===== src/rtl/uart_sdram_bridge.sv =====
// uart_sdram_bridge: turns UART command frames into sdram_ctrl write/read requests and sends status/data replies.
// Latency: o_rx_req follows i_rx_rdy combinationally; o_wr_req can fire one cycle after the last data byte is latched.
// Backpressure: a request waits for i_ctrl_rdy, a reply byte waits for i_tx_rdy, and a read waits for i_rd_rdy up to TimeoutCycles.
// Ports: dram_clk/i_rst_n (sync, active-low); UART rx (i_rx_data/i_rx_rdy/o_rx_req),
//        UART tx (o_tx_data/o_tx_req/i_tx_rdy); sdram_ctrl (i_ctrl_rdy, o_wr_*, o_rd_*, i_rd_*);
//        status (o_busy, o_err_count).
module uart_sdram_bridge #(
  parameter int AddrWidth     = 22,
  parameter int DataWidth     = 16,
  parameter int AddrBytes     = 3,
  parameter int DataBytes     = 2,
  parameter int TimeoutCycles = 1024
) (
  input  logic                 dram_clk,
  input  logic                 i_rst_n,
  input  logic [7:0]           i_rx_data,
  input  logic                 i_rx_rdy,
  output logic                 o_rx_req,
  output logic [7:0]           o_tx_data,
  output logic                 o_tx_req,
  input  logic                 i_tx_rdy,
  input  logic                 i_ctrl_rdy,
  output logic                 o_wr_req,
  output logic [AddrWidth-1:0] o_wr_addr,
  output logic [DataWidth-1:0] o_wr_data,
  output logic                 o_rd_req,
  output logic [AddrWidth-1:0] o_rd_addr,
  input  logic [DataWidth-1:0] i_rd_data,
  input  logic                 i_rd_rdy,
  output logic                 o_busy,
  output logic [7:0]           o_err_count
);

  localparam logic [3:0] S_IDLE     = 4'd0;
  localparam logic [3:0] S_GET_LEN  = 4'd1;
  localparam logic [3:0] S_GET_ADDR = 4'd2;
  localparam logic [3:0] S_GET_DATA = 4'd3;
  localparam logic [3:0] S_WR_ISSUE = 4'd4;
  localparam logic [3:0] S_RD_ISSUE = 4'd5;
  localparam logic [3:0] S_RD_WAIT  = 4'd6;
  localparam logic [3:0] S_TX_DATA  = 4'd7;
  localparam logic [3:0] S_TX_RESP  = 4'd8;

  localparam int TmoW = $clog2(TimeoutCycles) + 1;

  logic [3:0]             r_state;
  logic                   r_is_wr;
  logic [8:0]             r_count;      // words left in burst, 1..256
  logic [7:0]             r_byte_cnt;   // byte index within address/data field
  logic [AddrWidth-1:0]   r_addr;
  logic [DataWidth-1:0]   r_data;
  logic [AddrWidth-1:0]   r_wr_addr;
  logic [DataWidth-1:0]   r_wr_data;
  logic [DataWidth-1:0]   r_rd_data;
  logic [TmoW-1:0]        r_tmo;
  logic [7:0]             r_err_count;
  logic [7:0]             r_reply;
  logic                   r_rx_prev;    // o_rx_req was high last cycle
  logic                   r_tx_wait;    // one idle cycle after each tx request

  logic                   w_rx_state;
  logic                   w_rx_take;
  logic                   w_tx_state;
  logic                   w_tx_req;
  logic                   w_wr_req;
  logic                   w_rd_req;
  logic [AddrWidth-1:0]   w_addr_shift;
  logic [DataWidth-1:0]   w_data_shift;
  logic [DataBytes*8-1:0] w_rd_ext;
  logic [7:0]             w_tx_idx;
  logic [7:0]             w_tx_byte;
  logic                   w_tmo_hit;

  assign w_rx_state = (r_state == S_IDLE) || (r_state == S_GET_LEN) ||
                      (r_state == S_GET_ADDR) || (r_state == S_GET_DATA);
  assign w_rx_take  = i_rst_n && w_rx_state && i_rx_rdy && !r_rx_prev;

  assign w_tx_state = (r_state == S_TX_DATA) || (r_state == S_TX_RESP);
  assign w_tx_req   = i_rst_n && w_tx_state && i_tx_rdy && !r_tx_wait;

  // Requests are combinational on i_ctrl_rdy so a pulse only ever appears while it is high.
  assign w_wr_req   = i_rst_n && (r_state == S_WR_ISSUE) && i_ctrl_rdy;
  assign w_rd_req   = i_rst_n && (r_state == S_RD_ISSUE) && i_ctrl_rdy;

  // Shift in a byte, keeping only the low bits that fit the field.
  assign w_addr_shift = AddrWidth'({r_addr, i_rx_data});
  assign w_data_shift = DataWidth'({r_data, i_rx_data});

  // Read reply bytes go out MSB first from the zero-extended word.
  assign w_rd_ext  = (DataBytes*8)'(r_rd_data);
  assign w_tx_idx  = 8'(DataBytes - 1) - r_byte_cnt;
  assign w_tx_byte = (r_state == S_TX_RESP) ? r_reply : w_rd_ext[{w_tx_idx, 3'b000} +: 8];

  // r_tmo is zero in the first RD_WAIT cycle, so hitting TimeoutCycles-2 here puts the
  // 'T' reply on the wire exactly TimeoutCycles cycles after the read request.
  assign w_tmo_hit = (r_tmo == TmoW'(TimeoutCycles - 2));

  assign o_rx_req    = w_rx_take;
  assign o_tx_req    = w_tx_req;
  assign o_tx_data   = w_tx_req ? w_tx_byte : 8'h00;
  assign o_wr_req    = w_wr_req;
  assign o_wr_addr   = r_wr_addr;
  assign o_wr_data   = r_wr_data;
  assign o_rd_req    = w_rd_req;
  assign o_rd_addr   = r_addr;
  assign o_busy      = (r_state != S_IDLE);
  assign o_err_count = r_err_count;

  always_ff @(posedge dram_clk) begin
    if (!i_rst_n) begin
      r_state     <= S_IDLE;
      r_is_wr     <= 1'b0;
      r_count     <= '0;
      r_byte_cnt  <= '0;
      r_addr      <= '0;
      r_data      <= '0;
      r_wr_addr   <= '0;
      r_wr_data   <= '0;
      r_rd_data   <= '0;
      r_tmo       <= '0;
      r_err_count <= '0;
      r_reply     <= '0;
      r_rx_prev   <= 1'b0;
      r_tx_wait   <= 1'b0;
    end else begin
      r_rx_prev <= w_rx_take;
      r_tx_wait <= w_tx_req;
      case (r_state)
        S_IDLE: begin
          if (w_rx_take) begin
            if (i_rx_data == 8'h77 || i_rx_data == 8'h72) begin
              r_is_wr <= (i_rx_data == 8'h77);
              r_state <= S_GET_LEN;
            end else begin
              if (r_err_count != 8'hFF) r_err_count <= r_err_count + 8'd1;
              r_reply <= 8'h45;
              r_state <= S_TX_RESP;
            end
          end
        end
        S_GET_LEN: begin
          if (w_rx_take) begin
            r_count    <= {(i_rx_data == 8'h00), i_rx_data};
            r_byte_cnt <= '0;
            r_state    <= S_GET_ADDR;
          end
        end
        S_GET_ADDR: begin
          if (w_rx_take) begin
            r_addr <= w_addr_shift;
            if (r_byte_cnt == 8'(AddrBytes - 1)) begin
              r_byte_cnt <= '0;
              r_state    <= r_is_wr ? S_GET_DATA : S_RD_ISSUE;
            end else begin
              r_byte_cnt <= r_byte_cnt + 8'd1;
            end
          end
        end
        S_GET_DATA: begin
          if (w_rx_take) begin
            r_data <= w_data_shift;
            if (r_byte_cnt == 8'(DataBytes - 1)) begin
              r_byte_cnt <= '0;
              // Load the request registers now so they are valid during WR_ISSUE
              // and hold until the next word is complete.
              r_wr_addr  <= r_addr;
              r_wr_data  <= w_data_shift;
              r_state    <= S_WR_ISSUE;
            end else begin
              r_byte_cnt <= r_byte_cnt + 8'd1;
            end
          end
        end
        S_WR_ISSUE: begin
          if (w_wr_req) begin
            r_addr  <= r_addr + AddrWidth'(1);
            r_count <= r_count - 9'd1;
            if (r_count == 9'd1) begin
              r_reply <= 8'h4B;
              r_state <= S_TX_RESP;
            end else begin
              r_state <= S_GET_DATA;
            end
          end
        end
        S_RD_ISSUE: begin
          if (w_rd_req) begin
            r_tmo   <= '0;
            r_state <= S_RD_WAIT;
          end
        end
        S_RD_WAIT: begin
          if (i_rd_rdy) begin
            r_rd_data  <= i_rd_data;
            r_byte_cnt <= '0;
            r_state    <= S_TX_DATA;
          end else if (w_tmo_hit) begin
            if (r_err_count != 8'hFF) r_err_count <= r_err_count + 8'd1;
            r_reply <= 8'h54;
            r_state <= S_TX_RESP;
          end else begin
            r_tmo <= r_tmo + TmoW'(1);
          end
        end
        S_TX_DATA: begin
          if (w_tx_req) begin
            if (r_byte_cnt == 8'(DataBytes - 1)) begin
              r_byte_cnt <= '0;
              r_addr     <= r_addr + AddrWidth'(1);
              r_count    <= r_count - 9'd1;
              r_state    <= (r_count == 9'd1) ? S_IDLE : S_RD_ISSUE;
            end else begin
              r_byte_cnt <= r_byte_cnt + 8'd1;
            end
          end
        end
        S_TX_RESP: begin
          if (w_tx_req) r_state <= S_IDLE;
        end
        default: r_state <= S_IDLE;
      endcase
    end
  end

endmodule


===== config.mk =====
export PLATFORM = sky130hd
export DESIGN_NAME = uart_sdram_bridge
export DESIGN_NICKNAME = d
export VERILOG_FILES = /design/src/rtl/uart_sdram_bridge.sv
export SDC_FILE = /design/constraint.sdc
export NUM_CORES = 1
export LEC_CHECK = 0
export CAP_MARGIN = 0
export CORE_MARGIN = 1.5
export CORE_UTILIZATION = 55
export CTS_CLUSTER_SIZE = 28
export DETAILED_ROUTE_END_ITERATION = 7
export PLACE_DENSITY = 0.82
export SLEW_MARGIN = 20
export SYNTH_ARGS = -nofsm -noshare
export SYNTH_HDL_FRONTEND = slang
export SYNTH_SLANG_ARGS = --single-unit

===== constraint.sdc =====
create_clock -name dram_clk -period 3.78 [get_ports dram_clk]
set_clock_uncertainty 0.15 [all_clocks]
set_input_delay 0.945 -clock dram_clk [delete_from_list [all_inputs] [get_ports dram_clk]]
set_output_delay 0.945 -clock dram_clk [all_outputs]
set_load 0.05 [all_outputs]

==> impl_metrics.tcl, run 1 <==
set metrics [dict create \
    area_growth_pct 30.2 \
    initial_core_util_pct 56.8 \
    critPathKind "flop to primary output" \
    cts.reportedPaths.clkPinSlew_ns 0.06 \
    rsz0062_at_grt "no" \
    first_pass_iters 8 \
    antenna_found_initial 0 \
    pin_count 111 \
    leakagePower_nw 2.87 \
    fmax_mhz 274 \
    grt_max_degree 56 \
    wirelength_um 18900 \
    cts_buffers 17 \
    crit_fanout 12 \
    clk_latency_ns 0.42 \
    r2r_start "r_state[2]$_SDFFE_PN0P_" \
    synth_seq_cells 132 \
    yosysMostFrequentCell "nand2_1" \
    final_layout_size_suffix_gt1_share_pct 10.2 \
    hp-start "o_wr_addr[15]$_SDFFE_PN0P_" \
    path_cells "or4b_2, nand2_1, nand2_1, inv_1, nand2_2, o21ai_2, buf_12" \
    dp.final_hpwl_um 13000 \
    slowest_delay_ns 0.72 \
    cp-start-kind "flop" \
    clockRootBuffer "clkbuf_16" \
    nets 967 \
    critPathTopFamily "simple AND/OR/NAND/NOR gates" \
    multi_input_comb_area_sq_mm 0.00359 \
    fp.dieW_um 112 \
    cp_data_required_time_ns 2.68 \
    grt_pass1_vias 6225 \
    vias_per_cell 6.17 \
    cts_buffer_depth 2 \
    num_rows 39 \
    async_flop_share_pct 0 \
    fillCellCount 846 \
    worst_hold_path_type "flop to flop" \
    worst-path-buf-inv 2 \
    outcome "complete, but fails checks" \
    cts_tree "done" \
    clock_sinks 132 \
    synth-edff-count 0 \
    reg2reg_setup_slack_ns 0.83 \
    setup_viol 0 \
    gp_congestion 0.918 \
    grt-ovfl-total 0 \
    final.setup.tns_ns 0 \
    dieArea_sq_mm 0.0126 \
    hold_viol 0 \
    grtUsageTotal_pct 30.3 \
    synthTopCellsByArea "dfxtp_1, nand2_1, a21oi_1" \
    crit_path_start "r_state[2]$_SDFFE_PN0P_" \
    synthTopCellsByCount "nand2_1, dfxtp_1, a21oi_1" \
    violations "design-rule violations" \
    synth_top_area_share_pct 40.4 \
    diodes 0 \
    vias 6677 \
    netlist_area_sq_mm 0.00654 \
    synth.distinct_cells 74 \
    drv_cap 0 \
    cts_setup_buffers 0 \
    layout.area.seq_sq_mm 0.00264 \
    p_total_mw 4.04 \
    synth.avg_cell_area_sq_um 7.84 \
    synth.yosys.seq_area_share_pct 40.4 \
    cp_common_cell "nand2_1" \
    portBuffers 110 \
    ant_nets 0 \
    syn_inst 834 \
    htreeDepth 4 \
    cts_resized 0 \
    worst_pin_slew_ns 0.858 \
    ys_warn_count 0 \
    max_slew_margin_pct 42.8 \
    synthFlopType "dfxtp_1" \
    drtIter0Drc 775 \
    arrival_ns 2.55 \
    coreArea_sq_mm 0.0115 \
    drv_slew 0 \
    crit_path_top_delay_cell "or4b_2" \
    netlist.top_cell.by_area "dfxtp_1" \
    period_needed_ns 3.65 \
    crit_path_end_kind "primary output" \
    ir_worst_vdd_mv 0.241 \
    dieHeight_um 112 \
    drc 4 \
    hold_buffers 0 \
    whs_ns 0.303 \
    grt_pass1_wl_um 30900 \
    wl_per_cell_um 17.4 \
    p_per_area_mw_per_mm2 474 \
    fin_crit_sh_pct 96.5 \
    synth_nets 874 \
]
==> layout make-up <==
cell class	count	share of cell area, %
multi-input cells	619	42.2
flip-flops and latches	132	31.0
repair buffers	137	16.9
clock buffers	19	5.20
well taps	143	2.10
clock inverters	13	1.73
inverters	20	0.881
==> report_power, final <==
group	leakage, nW	internal (mW)	switching [mW]
Clock	0.277	0.998	0.646
Combinational	1.52	0.302	0.561
Sequential	1.06	1.45	0.0774
Total	2.87	2.75	1.28
==> sequential cells by signal (all words and copies together), names as in the netlist, 5 cells and up <==
| name | flops |
|---|---|
| o_err_count | 8 |
| r_count | 9 |
| o_rd_addr | 22 |
| r_tmo | 11 |
| r_data | 8 |
| o_wr_data | 16 |
| r_byte_cnt | 8 |
| r_rd_data | 16 |
| r_reply | 5 |
| o_wr_addr | 22 |
==> metal layers <==
metal  routed length, um  GRT usage (%)  vias up
met5                   0              0        -
met4                 309           10.5        0
met3                1530           4.91       34
met2                8740           48.3      319
met1                8310           42.1     3154
li1                    -              -     3170
==> path summary, 6_finish.rpt <==
check | end | cells after the start
max reg2reg | r_reply[2]$_SDFFE_PN0P_ | 6
min | o_wr_addr[15]$_SDFFE_PN0P_ | 2
min reg2reg | o_wr_addr[15]$_SDFFE_PN0P_ | 2
max | o_tx_data[0] | 7
==> cell families (layout without fill, tap and decap cells) <==
logic type	Yosys count	count (layout)	synth area share, %
DFF	132	132	40.4
and+or+nand+nor	349	349	25.5
muxes	19	19	2.95
xor gates and xnor gates	16	16	2.14
AOI/OAI and AO/OA	225	225	22.0
adders and majority gates	10	10	1.91
buffers and inverters	83	189	5.09
==> metrics by stage <==
stage | setup WS (ns) | util, % | instance area, sq um | instances
final | 0.131 | 74.0 | 8520 | 1083
after global routing | 0.00185 | 74.0 | 8520 | 1083
after CTS | 0.0775 | 73.6 | 8480 | 1082
after detailed placement | 0.0999 | 68.5 | 7890 | 1050
after global placement | 0.154 | 68.5 | 7890 | 1050
after floorplan | -0.134 | - | 6540 | 834
==> worst reg2reg max path, delay by kind of cell, from the launching register on <==
kind / cells / cell delay (ns)
AND/OR/NAND/NOR: 3 / 1.18
buffers and inverters: 1 / 0.25
AO/OA/AOI/OAI: 2 / 0.69
flip-flops: 1 / 0.57
==> placed cells by master (no fill, tap or decap), types with 8 or more instances in the layout <==
| cell type | count |
|---|---|
| inv_1 | 19 |
| buf_12 | 13 |
| clkbuf_16 | 17 |
| xnor2_1 | 8 |
| nor4_1 | 8 |
| o21ai_0 | 25 |
| nand2_1 | 171 |
| a21oi_1 | 97 |
| nand4_1 | 11 |
| xor2_1 | 8 |
| o22ai_1 | 10 |
| nand3_1 | 21 |
| mux2i_1 | 17 |
| clkdlybuf4s50_1 | 98 |
| ha_1 | 10 |
| nor3_1 | 20 |
| or3_1 | 9 |
| o31ai_1 | 10 |
| nor2_1 | 54 |
| dfxtp_1 | 132 |
| or4_1 | 8 |
| o211ai_1 | 9 |
| buf_4 | 26 |
Power figures use the tool's default switching activity.
==> run 2: changes to the inputs <==
--- a/config.mk
+++ b/config.mk
@@ -6,7 +6,8 @@
 export NUM_CORES = 1
 export LEC_CHECK = 0
 export CAP_MARGIN = 0
-export CORE_MARGIN = 1.5
+export CORE_ASPECT_RATIO = 0.9
+export CORE_MARGIN = 3
 export CORE_UTILIZATION = 55
 export CTS_CLUSTER_SIZE = 28
 export DETAILED_ROUTE_END_ITERATION = 7
==> impl_metrics.tcl, run 2 (synthesized netlist as in run 1, its figures left out) <==
set metrics [dict create \
    outcome "complete, no violations" \
    grtUsageTotal_pct 29.4 \
    final_layout_size_suffix_gt1_share_pct 10.8 \
    worst_pin_slew_ns 0.844 \
    worst_hold_path_type "flop to flop" \
    drv_cap 0 \
    cp-start-kind "input pin" \
    seqPwrFrac_pct 37.3 \
    drv_slew 0 \
    swShare_pct 30.9 \
    first_pass_iters 5 \
    clockRootBuffer "clkbuf_16" \
    grt_pass1_wl_um 31500 \
    pin_count 111 \
    fmax_mhz 278 \
    coreArea_sq_mm 0.0115 \
    antenna_found_initial 0 \
    num_rows 37 \
    vias_per_cell 6.14 \
    path_cells "clkdlybuf4s50_1, and3b_1, nand2_1, inv_1, nand2_2, o21ai_2, buf_12" \
    fin_crit_sh_pct 95.3 \
    crit_path_top_delay_cell "clkdlybuf4s50_1" \
    critPathTopFamily "buffers and inverters" \
    grt_max_degree 56 \
    max_slew_margin_pct 43.6 \
    final.setup.tns_ns 0 \
    p_sw_mw 1.28 \
    fp.dieW_um 121 \
    clk_latency_ns 0.42 \
    clkPwrFrac_pct 41.8 \
    grt_pass1_vias 6302 \
    p_per_area_mw_per_mm2 482 \
    cts_buffers 17 \
    ir_worst_vdd_mv 0.363 \
    cts.reportedPaths.clkPinSlew_ns 0.06 \
    dieArea_sq_mm 0.0132 \
    grt-ovfl-total 0 \
    placed_cell_area_sq_mm 0.00794 \
    rsz0062_at_grt "no" \
    fin_area_sq_mm 0.00861 \
    setup_viol 0 \
    hold_viol 0 \
    crit_path_end_kind "primary output" \
    area_growth_pct 31.7 \
    drc 0 \
    crit_fanout 6 \
    pwr-share-comb_pct 20.9 \
    htreeDepth 4 \
    internal_power_mw 2.87 \
    final_common_cell "nand2_1" \
    portBuffers 110 \
    cts_buffer_depth 2 \
    cp_data_required_time_ns 2.68 \
    diodes 0 \
    leakagePower_nw 2.90 \
    cts_tree "done" \
    wl_per_cell_um 17.6 \
    initial_core_util_pct 56.7 \
    nets 970 \
    clock_sinks 132 \
    arrival_ns 2.51 \
    critPathKind "input pin to primary output" \
    dieHeight_um 109 \
    mostFrequentLayoutCells "nand2_1, dfxtp_1, clkdlybuf4s50_1" \
    period_needed_ns 3.60 \
    dp.final_hpwl_um 13300 \
    gp_congestion 0.943 \
    worst-path-buf-inv 3 \
    ant_nets 0 \
    wirelength_um 19400 \
    drtIter0Drc 641 \
    slowest_delay_ns 0.48 \
    vias 6744 \
]
==> run 2: changes by cell type in the layout (fill, tap and decap cells not counted), moves of 2 or more <==
cell	previous run	this run
inv_6	5	1
dfxtp_2	0	2
buf_4	26	28
dfxtp_1	132	130
clkbuf_8	1	4
clkinvlp_4	4	6
==> run 2: stage by stage <==
stage	power [mW]	setup WS [ns]	util, %	cells	hold slack, ns
after floorplan	2.14	-0.134	-	834	0.281
after global placement	2.39	0.199	68.8	1066	0.289
after detailed placement	2.40	0.129	68.8	1066	0.296
after CTS	4.14	0.0409	74.3	1098	0.304
after global routing	4.30	0.0302	74.7	1099	0.322
final	4.15	0.178	74.7	1099	0.303
==> run 2: worst min-delay path, stage by stage (launching register included) <==
cell and delay, ns:
dfxtp_1 0.31, nand2_1 0.05, a21oi_1 0.05
==> run 2: final timing paths <==
| check | start | to | slack, ns | cells past startpoint |
|---|---|---|---|---|
| worst min register to register | o_wr_data[14]$_SDFFE_PN0P_ | o_wr_data[14]$_SDFFE_PN0P_ | 0.30 | 2 |
| worst max register to register | r_state[2]$_SDFFE_PN0P_ | r_reply[0]$_SDFFE_PN0P_ | 0.86 | 7 |
| worst min-delay path | o_wr_data[14]$_SDFFE_PN0P_ | o_wr_data[14]$_SDFFE_PN0P_ | 0.30 | 2 |
| worst max-delay path | i_rst_n | o_tx_data[6] | 0.18 | 7 |
==> run 2: final cells by class <==
class,instances,area (sq um)
Timing Repair Buffer,140,1470
Clock buffer,21,480
Multi-Input combinational cell,619,3590
Clock inverter,11,149
Sequential cell,132,2650
Inverter,20,75.1
Fill cell,841,2920
Tap cell,156,195
==> run 2: timing repair <==
item | 4_1_cts | 5_1_grt
hold endpoints to repair | 0 | 0
gates resized for setup | 0 | 9
hold buffers | 0 | 0
setup endpoints to repair | 0 | 6
buffers inserted | 0 | 0
==> run 2: per-layer routing <==
| layer | global-route usage (%) | part of all wire, % | up-vias |
|---|---|---|---|
| met4 | 8.66 | 1.3 | 0 |
| met2 | 46.0 | 45 | 339 |
| li1 | - | - | 3179 |
| met1 | 40.7 | 44 | 3201 |
| met5 | 0 | 0 | - |
| met3 | 6.79 | 9.3 | 25 |
==> run 2: power groups by stage <==
stage / clock network, mW / registers, mW / logic [mW]
global placement: 0 / 1.57 / 0.820
global route: 1.81 / 1.55 / 0.932
CTS: 1.75 / 1.54 / 0.846
detailed placement: 0 / 1.57 / 0.836
finish: 1.74 / 1.55 / 0.869
floorplan: 0 / 1.57 / 0.564
==> patch, RTL diff (config.mk and constraints of run 2) <==
Change the parameter `DataWidth` from 16 to 20.
--- a/src/rtl/uart_sdram_bridge.sv
+++ b/src/rtl/uart_sdram_bridge.sv
@@ -6,7 +6,7 @@
 //        status (o_busy, o_err_count).
 module uart_sdram_bridge #(
   parameter int AddrWidth     = 22,
-  parameter int DataWidth     = 16,
+  parameter int DataWidth     = 20,
   parameter int AddrBytes     = 3,
   parameter int DataBytes     = 2,
   parameter int TimeoutCycles = 1024
Interface: changed (resized i_rd_data and o_wr_data); port bits go from 111 to 119. No check against the original RTL was run, so the function may have changed too.
==> patch against run 2 <==
  * Power increased by 1.4%
  * Setup slack got worse by 130 ps
  * Combinational power is 11% lower
  * Die area up 3.3%
  * Area after synthesis up 3.5%
  * Final area rose by 3.1%
  * Sequential cell count grew 8
  * Clock power rose by 5%
  * Count of clock-buffer cells in the layout is the same
  * Fmax decreased by 3.4%
  * Wire length rose by 0.24%
  * Cell count increased by 2.4%
  * Largest cell class unchanged
==> patch: results (changes against run 2) <==
stage,metric,value,unit,change
outcome,outcome,"complete, no violations",,unchanged
finish,"Buffers, non-clock",143,,was 140
synth,count of cell types in the netlist,70,,was 74
finish,share of cell area taken by multi-input logic gates,41.3,%,was 41.7%
finish,Seq Cell Count,140,,was 132
power,static leakage,3.08,nW,was 2.90 nW
power,Seq. pwr,1.61,mW,was 1.55 mW
power,power share of the combinational group,18.3,%,was 20.9%
finish,ratio of cells with drive above 1 in the final layout,9.39,%,was 10.8%
sta,Final period util,98.6,%,was 95.3%
finish,multi-input combinational gate total,636,,was 619
placement,Port Buffers,114,,was 110
finish,register area,2800,µm²,was 2650 µm²
global_route,global-route wire length before repair,32.1,mm,was 31.5 mm
finish,nets@finish,1001,,was 970
global_route,antenna violations before repair,1,,was 0
finish,Area Growth Syn to Fin,31.2,%,was 31.7%
setup_path,Crit path arrival time,2630,ps,was 2510 ps
synth,Cells after Synth,853,,was 834
finish,Logic inverters,19,,was 20
setup_path,r2r setup slk,1100,ps,was 860 ps
synth,syn nets,897,,was 874
synth,top post-synthesis cells by count,"nand2_1, dfxtp_1, a21oi_1",,unchanged
synth,sequential share of the synthesized area,41.4,%,was 40.4%
placement,Setup WS pre-CTS,77.4,ps,was 129 ps
global_route,GR Util All Layers,29.0,%,was 29.4%
placement,DP Wirelength,13.4,mm,was 13.3 mm
power,Seq pwr share,38.2,%,was 37.3%
patch: cell types whose count changed after synthesis, moves of 5 or more:
cell	run 2	this run
nor2_1	57	66
dfxtp_1	132	140
o21ai_0	29	18
a31oi_1	5	11
o22ai_1	10	5
nor3_1	20	8
xor2_1	8	3
a22oi_1	3	8
buf_2	14	9
o211ai_1	9	15
nand2b_1	3	8
o21ai_1	4	18
nor2b_1	1	7
patch: kinds of logic (layout without fill, tap and decap cells):
group	Yosys count	count (layout)	share of synthesized area [%]
compound gates	231	231	21.9
xor+xnor	13	13	1.68
flops	140	140	41.4
buf+inv	77	193	4.44
fa+ha+maj	10	10	1.85
mux	22	22	3.29
simple gates	360	360	25.5
patch: per-layer routing:
layer / vias up / GRT usage [%] / wire, µm
met1: 3229 / 37.6 / 7990
met3: 48 / 6.94 / 1750
met4: 0 / 10.8 / 436
li1: 3266 / - / -
met2: 342 / 46.7 / 9240
met5: - / 0 / 0
